===== src/rtl/bcd2bin_seq.sv =====
// Multi-cycle packed-BCD to binary converter (reverse double-dabble), start/ready/done handshake.
// Optional invalid-digit rejection is enabled by defining BCD2BIN_DIGIT_CHECK_EN.
module bcd2bin_seq #(
  parameter int N_DIGITS = 4,
  parameter int BIN_W    = 14
) (
  input  logic                    i_clk,
  input  logic                    i_rst,
  input  logic                    i_start,
  input  logic [4*N_DIGITS-1:0]   i_bcd,
  output logic                    o_ready,
  output logic                    o_done,
  output logic [BIN_W-1:0]        o_bin,
  output logic                    o_err
);

  localparam int BCD_W = 4 * N_DIGITS;
  localparam int CNT_W = $clog2(BIN_W + 1);

  typedef enum logic [1:0] {
    S_IDLE,
    S_SHIFT,
    S_DONE
  } state_t;

  state_t             state;
  logic [BCD_W-1:0]   bcd_q;
  logic [BCD_W-1:0]   bcd_shifted;
  logic [BIN_W-1:0]   bin_q;
  logic [BIN_W-1:0]   bin_shifted;
  logic [CNT_W-1:0]   cnt_q;

  // Per-digit 4-bit correction; digits never carry into their neighbours.
  function automatic logic [BCD_W-1:0] correct_digits(input logic [BCD_W-1:0] x);
    logic [BCD_W-1:0] r;
    logic [3:0]       d;
    r = '0;
    for (int k = 0; k < N_DIGITS; k++) begin
      d = x[4*k +: 4];
      if (d >= 4'd8) d = d - 4'd3;
      r[4*k +: 4] = d;
    end
    return r;
  endfunction

  always_comb begin
    bcd_shifted = correct_digits({1'b0, bcd_q[BCD_W-1:1]});
    bin_shifted = {bcd_q[0], bin_q[BIN_W-1:1]};
  end

  assign o_bin = bin_q;

`ifdef BCD2BIN_DIGIT_CHECK_EN
  logic bad_digit;
  logic err_q;

  function automatic logic has_bad_digit(input logic [BCD_W-1:0] x);
    logic bad;
    bad = 1'b0;
    for (int k = 0; k < N_DIGITS; k++) begin
      if (x[4*k +: 4] > 4'd9) bad = 1'b1;
    end
    return bad;
  endfunction

  always_comb bad_digit = has_bad_digit(i_bcd);

  assign o_err = err_q;
`else
  assign o_err = 1'b0;
`endif

  always_ff @(posedge i_clk or posedge i_rst) begin
    if (i_rst) begin
      state   <= S_IDLE;
      bcd_q   <= '0;
      bin_q   <= '0;
      cnt_q   <= '0;
      o_ready <= 1'b1;
      o_done  <= 1'b0;
`ifdef BCD2BIN_DIGIT_CHECK_EN
      err_q   <= 1'b0;
`endif
    end else begin
      case (state)
        S_IDLE: begin
          if (i_start) begin
            bin_q   <= '0;
            o_ready <= 1'b0;
`ifdef BCD2BIN_DIGIT_CHECK_EN
            // Rejected inputs bypass the shift loop and report straight away.
            if (bad_digit) begin
              bcd_q  <= '0;
              cnt_q  <= '0;
              err_q  <= 1'b1;
              o_done <= 1'b1;
              state  <= S_DONE;
            end else
`endif
            begin
`ifdef BCD2BIN_DIGIT_CHECK_EN
              err_q <= 1'b0;
`endif
              bcd_q <= i_bcd;
              cnt_q <= CNT_W'(BIN_W);
              state <= S_SHIFT;
            end
          end
        end

        S_SHIFT: begin
          bcd_q <= bcd_shifted;
          bin_q <= bin_shifted;
          cnt_q <= cnt_q - CNT_W'(1);
          if (cnt_q == CNT_W'(1)) begin
            o_done <= 1'b1;
            state  <= S_DONE;
          end
        end

        S_DONE: begin
          o_done  <= 1'b0;
          o_ready <= 1'b1;
          state   <= S_IDLE;
        end

        default: begin
          o_done  <= 1'b0;
          o_ready <= 1'b1;
          state   <= S_IDLE;
        end
      endcase
    end
  end

endmodule


===== config.mk =====
export PLATFORM = sky130hd
export DESIGN_NAME = bcd2bin_seq
export DESIGN_NICKNAME = d
export VERILOG_FILES = /design/src/rtl/bcd2bin_seq.sv
export SDC_FILE = /design/constraint.sdc
export NUM_CORES = 1
export LEC_CHECK = 0
export ABC_AREA = 1
export BUFFER_PORTS_ARGS = -buffer_cell sky130_fd_sc_hd__buf_4
export CORE_MARGIN = 2
export CORE_UTILIZATION = 49
export DETAILED_ROUTE_END_ITERATION = 7
export PLACE_DENSITY = 0.82
export SYNTH_ARGS = -nofsm -noshare
export SYNTH_HDL_FRONTEND = slang
export SYNTH_SLANG_ARGS = --single-unit

===== constraint.sdc =====
create_clock -name i_clk -period 1 [get_ports i_clk]
set_input_delay 0.2 -clock i_clk [delete_from_list [all_inputs] [get_ports i_clk]]
set_output_delay 0.2 -clock i_clk [all_outputs]
set_load 0.05 [all_outputs]

After elaboration in Yosys (flattened, before gate mapping)
Index checks and enable logic that the tools add are counted.
{ "word_totals": {"reg_bits": 38, "inputBits": 19, "out_inout_bits": 17, "word_cells": 41} }
{ "classes": {"add_sub_neg": 4, "n_lt_le_gt_ge": 3, "n_eq_ne": 4, "n_mux": 16, "bitwise": 2, "reduce_logical": 6} }
{ "ops": {"columns": ["cell", "n"], "rows": [
  ["$pmux 16 s2", 1],
  ["$pmux 14 s2", 1],
  ["$mux 16", 1],
  ["$mux 4", 4],
  ["$mux 14", 1],
  ["$ge 4x4->1 const B", 3],
  ["$sub 4x2->4 const B", 3],
  ["$pmux 4 s2", 1],
  ["$reduce_and 2->1", 4],
  ["$eq 4x1->1 const B", 1],
  ["$mux 2", 2],
  ["$ne 2x2->1 const B", 2],
  ["$pmux 1 s2", 2],
  ["$pmux 2 s2", 1],
  ["$sub 4x1->4 const B", 1],
  ["$eq 2x1->1 const B", 1],
  ["$logic_not 2->1", 1],
  ["$mux 1", 2],
  ["$not 1->1", 2],
  ["$reduce_bool 2->1", 1]
]} }

Longest topological paths before layout
{ "logic_depth": {"word_depth": 3, "mapped_depth": 8, "mapped_depth_nobuf": 8} }

Worst setup path before layout
OpenSTA, ideal clock, no wires.
{ "synth_path": {"path_kind": "register -> register", "start": "reg state[1]", "end": "reg bcd_q[8]", "setup_ns": 0.124, "t_arrival_ns": 0.991, "t_required_ns": 0.876, "setup_slack_ns": -0.115, "path_stages_with_launch": 8, "n_path_buf": 1, "synth_period_minus_slack_ns": 1.115, "cell_sequence": "dfrtp_1 -> inv_2 -> nand2_4 -> nand2_8 -> inv_6 -> buf_6 -> nand2_1 -> nand3_1"} }
{ "synth_via": {"elab_chain_len": 3, "word_cells_on_any_way": 6, "cone_classes": "2 x eq/ne; 1 x mux; 3 x reduce/logical"} }
{ "synth_lines": {"columns": ["element", "line", "rtl"], "rows": [
  ["start, declared", "26", "state_t state;"],
  ["start signal, assigned", "75", "state <= S_IDLE;"],
  ["start signal, assigned", "106", "state <= S_SHIFT;"],
  ["start signal, assigned", "117", "state <= S_DONE;"],
  ["$eq 2x1->1 / $logic_not 2->1 (equally long branches)", "85", "case (state)"],
  ["$reduce_bool 2->1 (no line) / $ne 2x2->1 (equally long branches)", null, null],
  ["$reduce_and 2->1 (no line)", null, null],
  ["end signal, assigned", "104", "bcd_q <= i_bcd;"],
  ["end signal, assigned", "112", "bcd_q <= bcd_shifted;"],
  ["end, declared", "27", "logic [BCD_W-1:0] bcd_q;"]
]} }
Several ways; a longest one is shown, not always the timed one.
A chain may end at the register's enable or synchronous reset.

Worst setup path after layout
{ "layout_path": {"start": "reg state[1]", "end": "reg bcd_q[0]"} }
Same word-level chain as after synthesis.

==> summary.txt <==
Hold path
  – Worst Hold Depth: 3
  – Launch instance of the worst min-delay path: i_bcd[12]
  – Hold endpoint: bcd_q[12]
  – Worst min-delay path class: input port to flop

STA
  – Count of pins over their slew limit: 0
  – Post-route minimum period: between 1 and 1.5 ns
  – Hold Fails Final Rpt: 0
  – Max Freq: roughly 760 MHz
  – Total Negative Setup Slacks: -9.74 ns
  – Worst-case hold slack: about 0.11 ns
  – Final Skew: approximately 0.0066 ns
  – Setup repair after global routing missed its margin: true
  – Share of the clock period used by the worst path: 1.32
  – Number of endpoints failing setup at the final stage: 54
  – Worst setup slack after layout: -0.323 ns

Layout
  – Total inserted antenna cells: 0
  – Fraction of final layout cells sized beyond drive strength 1: 0.573
  – End-of-flow core utilization: 0.895
  – Register Area: approximately 950 µm²
  – Area of combinational cells with multiple inputs: 1190 µm²
  – Final nets: 340
  – Post-layout instance count excluding filler cells: approximately 360
  – Post-synthesis to final-layout area growth: 73.2%
  – Number of fill cells in the layout: between 100 and 150

Worst setup path
  – Cell depth of the worst flop-to-flop path: 6
  – Nature of the critical path startpoint: flop
  – Crit. End Element: flop
  – Worst setup slack for register-to-register paths: -0.32 ns
  – Startpoint of the worst-slack reg-to-reg timing path: state[1]
  – Worst EP arrival: approximately 1.5 ns
  – CP required: between 1 and 1.5 ns
  – Start-to-end type of the worst setup path: flop to flop
  – Worst flop-to-flop path endpoint: bcd_q[0]
  – Max Fanout on Critical Path: 7

Clocking
  – Clock H-tree levels: 2
  – Clock sink count: 38
  – TritonCTS clock tree: yes
  – CTS Root Cell: sky130_fd_sc_hd__clkbuf_8
  – Clock slew at the register clock pins of the worst setup and hold paths: approximately 0.08 ns
  – Clock latency of the later-clocked register in the worst-skew pair: ~0.30 ns
  – Longest Clk Path Bufs: 2
  – Number of buffers created by CTS: 5

GRT
  – Global-route wire length before repair: about 10 mm
  – Aggregate global routing overflow: 0
  – Aggregate global-route resource usage: 0.325
  – Initial antenna violation count: 0
  – Pin count of the biggest net entering global routing: 28
  – Vias in the first global route: between 2000 and 2500

Die
  – Overall die height: around 67 µm
  – Core Rows: 22
  – Number of primary I/O pins: 36
  – Core Box Area: 3720 µm²
  – Effective utilization at floorplan: 0.517
  – Die Width: about 67 µm
  – Die Area: 4440 µm²

Detailed routing
  – Final WL: about 7.8 mm
  – Residual antenna-violating net count after detailed routing: 0
  – Via/cell ratio: about 5.9
  – Via count: approximately 2100
  – Pre-antenna DRT Iters: 5
  – Number of remaining DRC errors: 0
  – First DRT Iteration DRCs: 205
  – WL per Instance: around 22 µm

Logic synthesis
  – Number of enable flip-flop cells after synthesis: 0
  – Number of instances in the synthesized netlist: 232
  – Leading register cell type out of synthesis: sky130_fd_sc_hd__dfrtp_1
  – Avg Inst Size Synth: 8.28 µm²
  – Yosys reg bits: 38
  – Post-Synthesis Net Count: roughly 260
  – Cell variety after synth: 23
  – Asr flop ratio synth: 1.00
  – Netlist area before placement: between 1500 and 2000 µm²
  – Top cells by count, synth: 71 x sky130_fd_sc_hd__nand2_1, 37 x sky130_fd_sc_hd__dfrtp_1, 35 x sky130_fd_sc_hd__inv_1
  – Library cell occupying the most area in the post-synthesis netlist: sky130_fd_sc_hd__dfrtp_1
  – Register area share after synthesis: 0.496
  – Leading post-synthesis cells by cell area: sky130_fd_sc_hd__dfrtp_1 48%, sky130_fd_sc_hd__nand2_1 14%, sky130_fd_sc_hd__inv_1 6.8%
  – Cell with the most instances after synthesis: sky130_fd_sc_hd__nand2_1
  – Top cell type's share of synthesized area: 0.482
  – Count of synthesis-stage warnings from yosys: 0

Placement
  – Number of cells after detailed placement: roughly 330
  – Port buffer count: 34
  – Worst setup timing slack at the placement stage: -0.132 ns
  – Post-DP HPWL: about 3 mm
  – Weighted congestion at the end of routability-driven global placement: around 0.8

Power
  – Leakage power summed over all cells: approximately 1.7 nW
  – Max IR drop VDD: about 2.4 mV
  – Total power per unit cell area: between 3000 and 4000 nW/µm²

Status
  – Failing checks: setup timing
  – Status: complete, but fails checks

Run
  – Max-cap violation count: 0
-- metrics by stage --
stage / cell area [µm²] / power, mW
after floorplan: 1930 / 5.78
after global placement: 2360 / 7.06
after detailed placement: 2360 / 7.22
after CTS: 3020 / 10.5
after global routing: 3330 / 13.1
final: 3330 / 12.6
-- what timing repair did --
item	in CTS	in global routing
hold buffers	1	0
setup endpoints to repair	53	54
endpoints found under the hold margin	10	0
pin swaps	19	18
gates resized for setup	89	57
buffers inserted	12	12
gates cloned	4	0
-- metal layers --
layer	track usage	routed length, µm	part of all wire	vias to the layer above
met5	0	0	0	-
met4	0.156	469	0.060	0
met3	0.0794	627	0.080	48
met2	0.559	3800	0.49	152
met1	0.377	2940	0.37	1050
li1	-	-	-	891
-- flip-flops by register name, summed over array words and instances (netlist names) --
register and count:
bcd_q 16, cnt_q 4, o_ready 1, o_bin 14, state 2, o_done 1
-- cell type report --
class,count,area share
multi-input cells,148,0.357
repair buffers,81,0.244
repair inverters,1,0.00338
inverters,38,0.0485
well taps,48,0.0181
clock buffers,6,0.0248
flip-flops and latches,38,0.287
clock inverters,2,0.0181
-- cells in the final DEF (no fill, tap or decap), types with 3 or more instances in the layout --
cell type                  synthesis  final
sky130_fd_sc_hd__buf_12            0      6
sky130_fd_sc_hd__buf_4             4     46
sky130_fd_sc_hd__nand2_2           0     15
sky130_fd_sc_hd__nand2_8           1      3
sky130_fd_sc_hd__a21oi_2           0      3
sky130_fd_sc_hd__clkbuf_8          0      6
sky130_fd_sc_hd__inv_2             2      8
sky130_fd_sc_hd__o21ai_0          12      6
sky130_fd_sc_hd__inv_1            35     27
sky130_fd_sc_hd__o21ai_2           0      4
sky130_fd_sc_hd__nand3_1          21      6
sky130_fd_sc_hd__ha_1              8      5
sky130_fd_sc_hd__nand3_2           0     14
sky130_fd_sc_hd__nor2_4            1      5
sky130_fd_sc_hd__nand2_1          71     45
sky130_fd_sc_hd__nand2_4           2     11
sky130_fd_sc_hd__nor2_2            1      4
sky130_fd_sc_hd__dfrtp_1          37     36
sky130_fd_sc_hd__buf_6             2     26
sky130_fd_sc_hd__o22ai_2           0     10
sky130_fd_sc_hd__nor2_1           10      3
-- cells by family after synthesis --
kind of cell,share of synthesized area
adders and majority gates,0.0521
DFF,0.496
and+or+nand+nor,0.252
AOI/OAI and AO/OA,0.0886
buffers and inverters,0.109
other,0.00195
-- critical path, cell delays in order (launching register included) --
cell and delay [ns]:
sky130_fd_sc_hd__dfrtp_1 0.46, sky130_fd_sc_hd__buf_6 0.17, sky130_fd_sc_hd__nor2_4 0.15, sky130_fd_sc_hd__buf_6 0.17, sky130_fd_sc_hd__nand3_2 0.08, sky130_fd_sc_hd__nand2_2 0.08
sky130_fd_sc_hd__nand2_1 0.10
-- power breakdown --
part,internal [mW],switching (mW)
Combinational,3.40,4.60
Sequential,2.23,0.737
Clock,1.06,0.603
Total,6.69,5.94
-- how the worst max path moves through the flow --
stage,startpoint,end,slack (ns)
final,state[1],bcd_q[0],-0.32
after detailed placement,state[1],bcd_q[0],-0.13
after floorplan,state[1],bcd_q[8],-0.11
after global routing,bcd_q[5],bcd_q[5],-0.35
after global placement,state[1],bcd_q[0],-0.1
after CTS,o_ready,o_ready,-0.20
No activity file was read; power rests on OpenSTA's default activity.
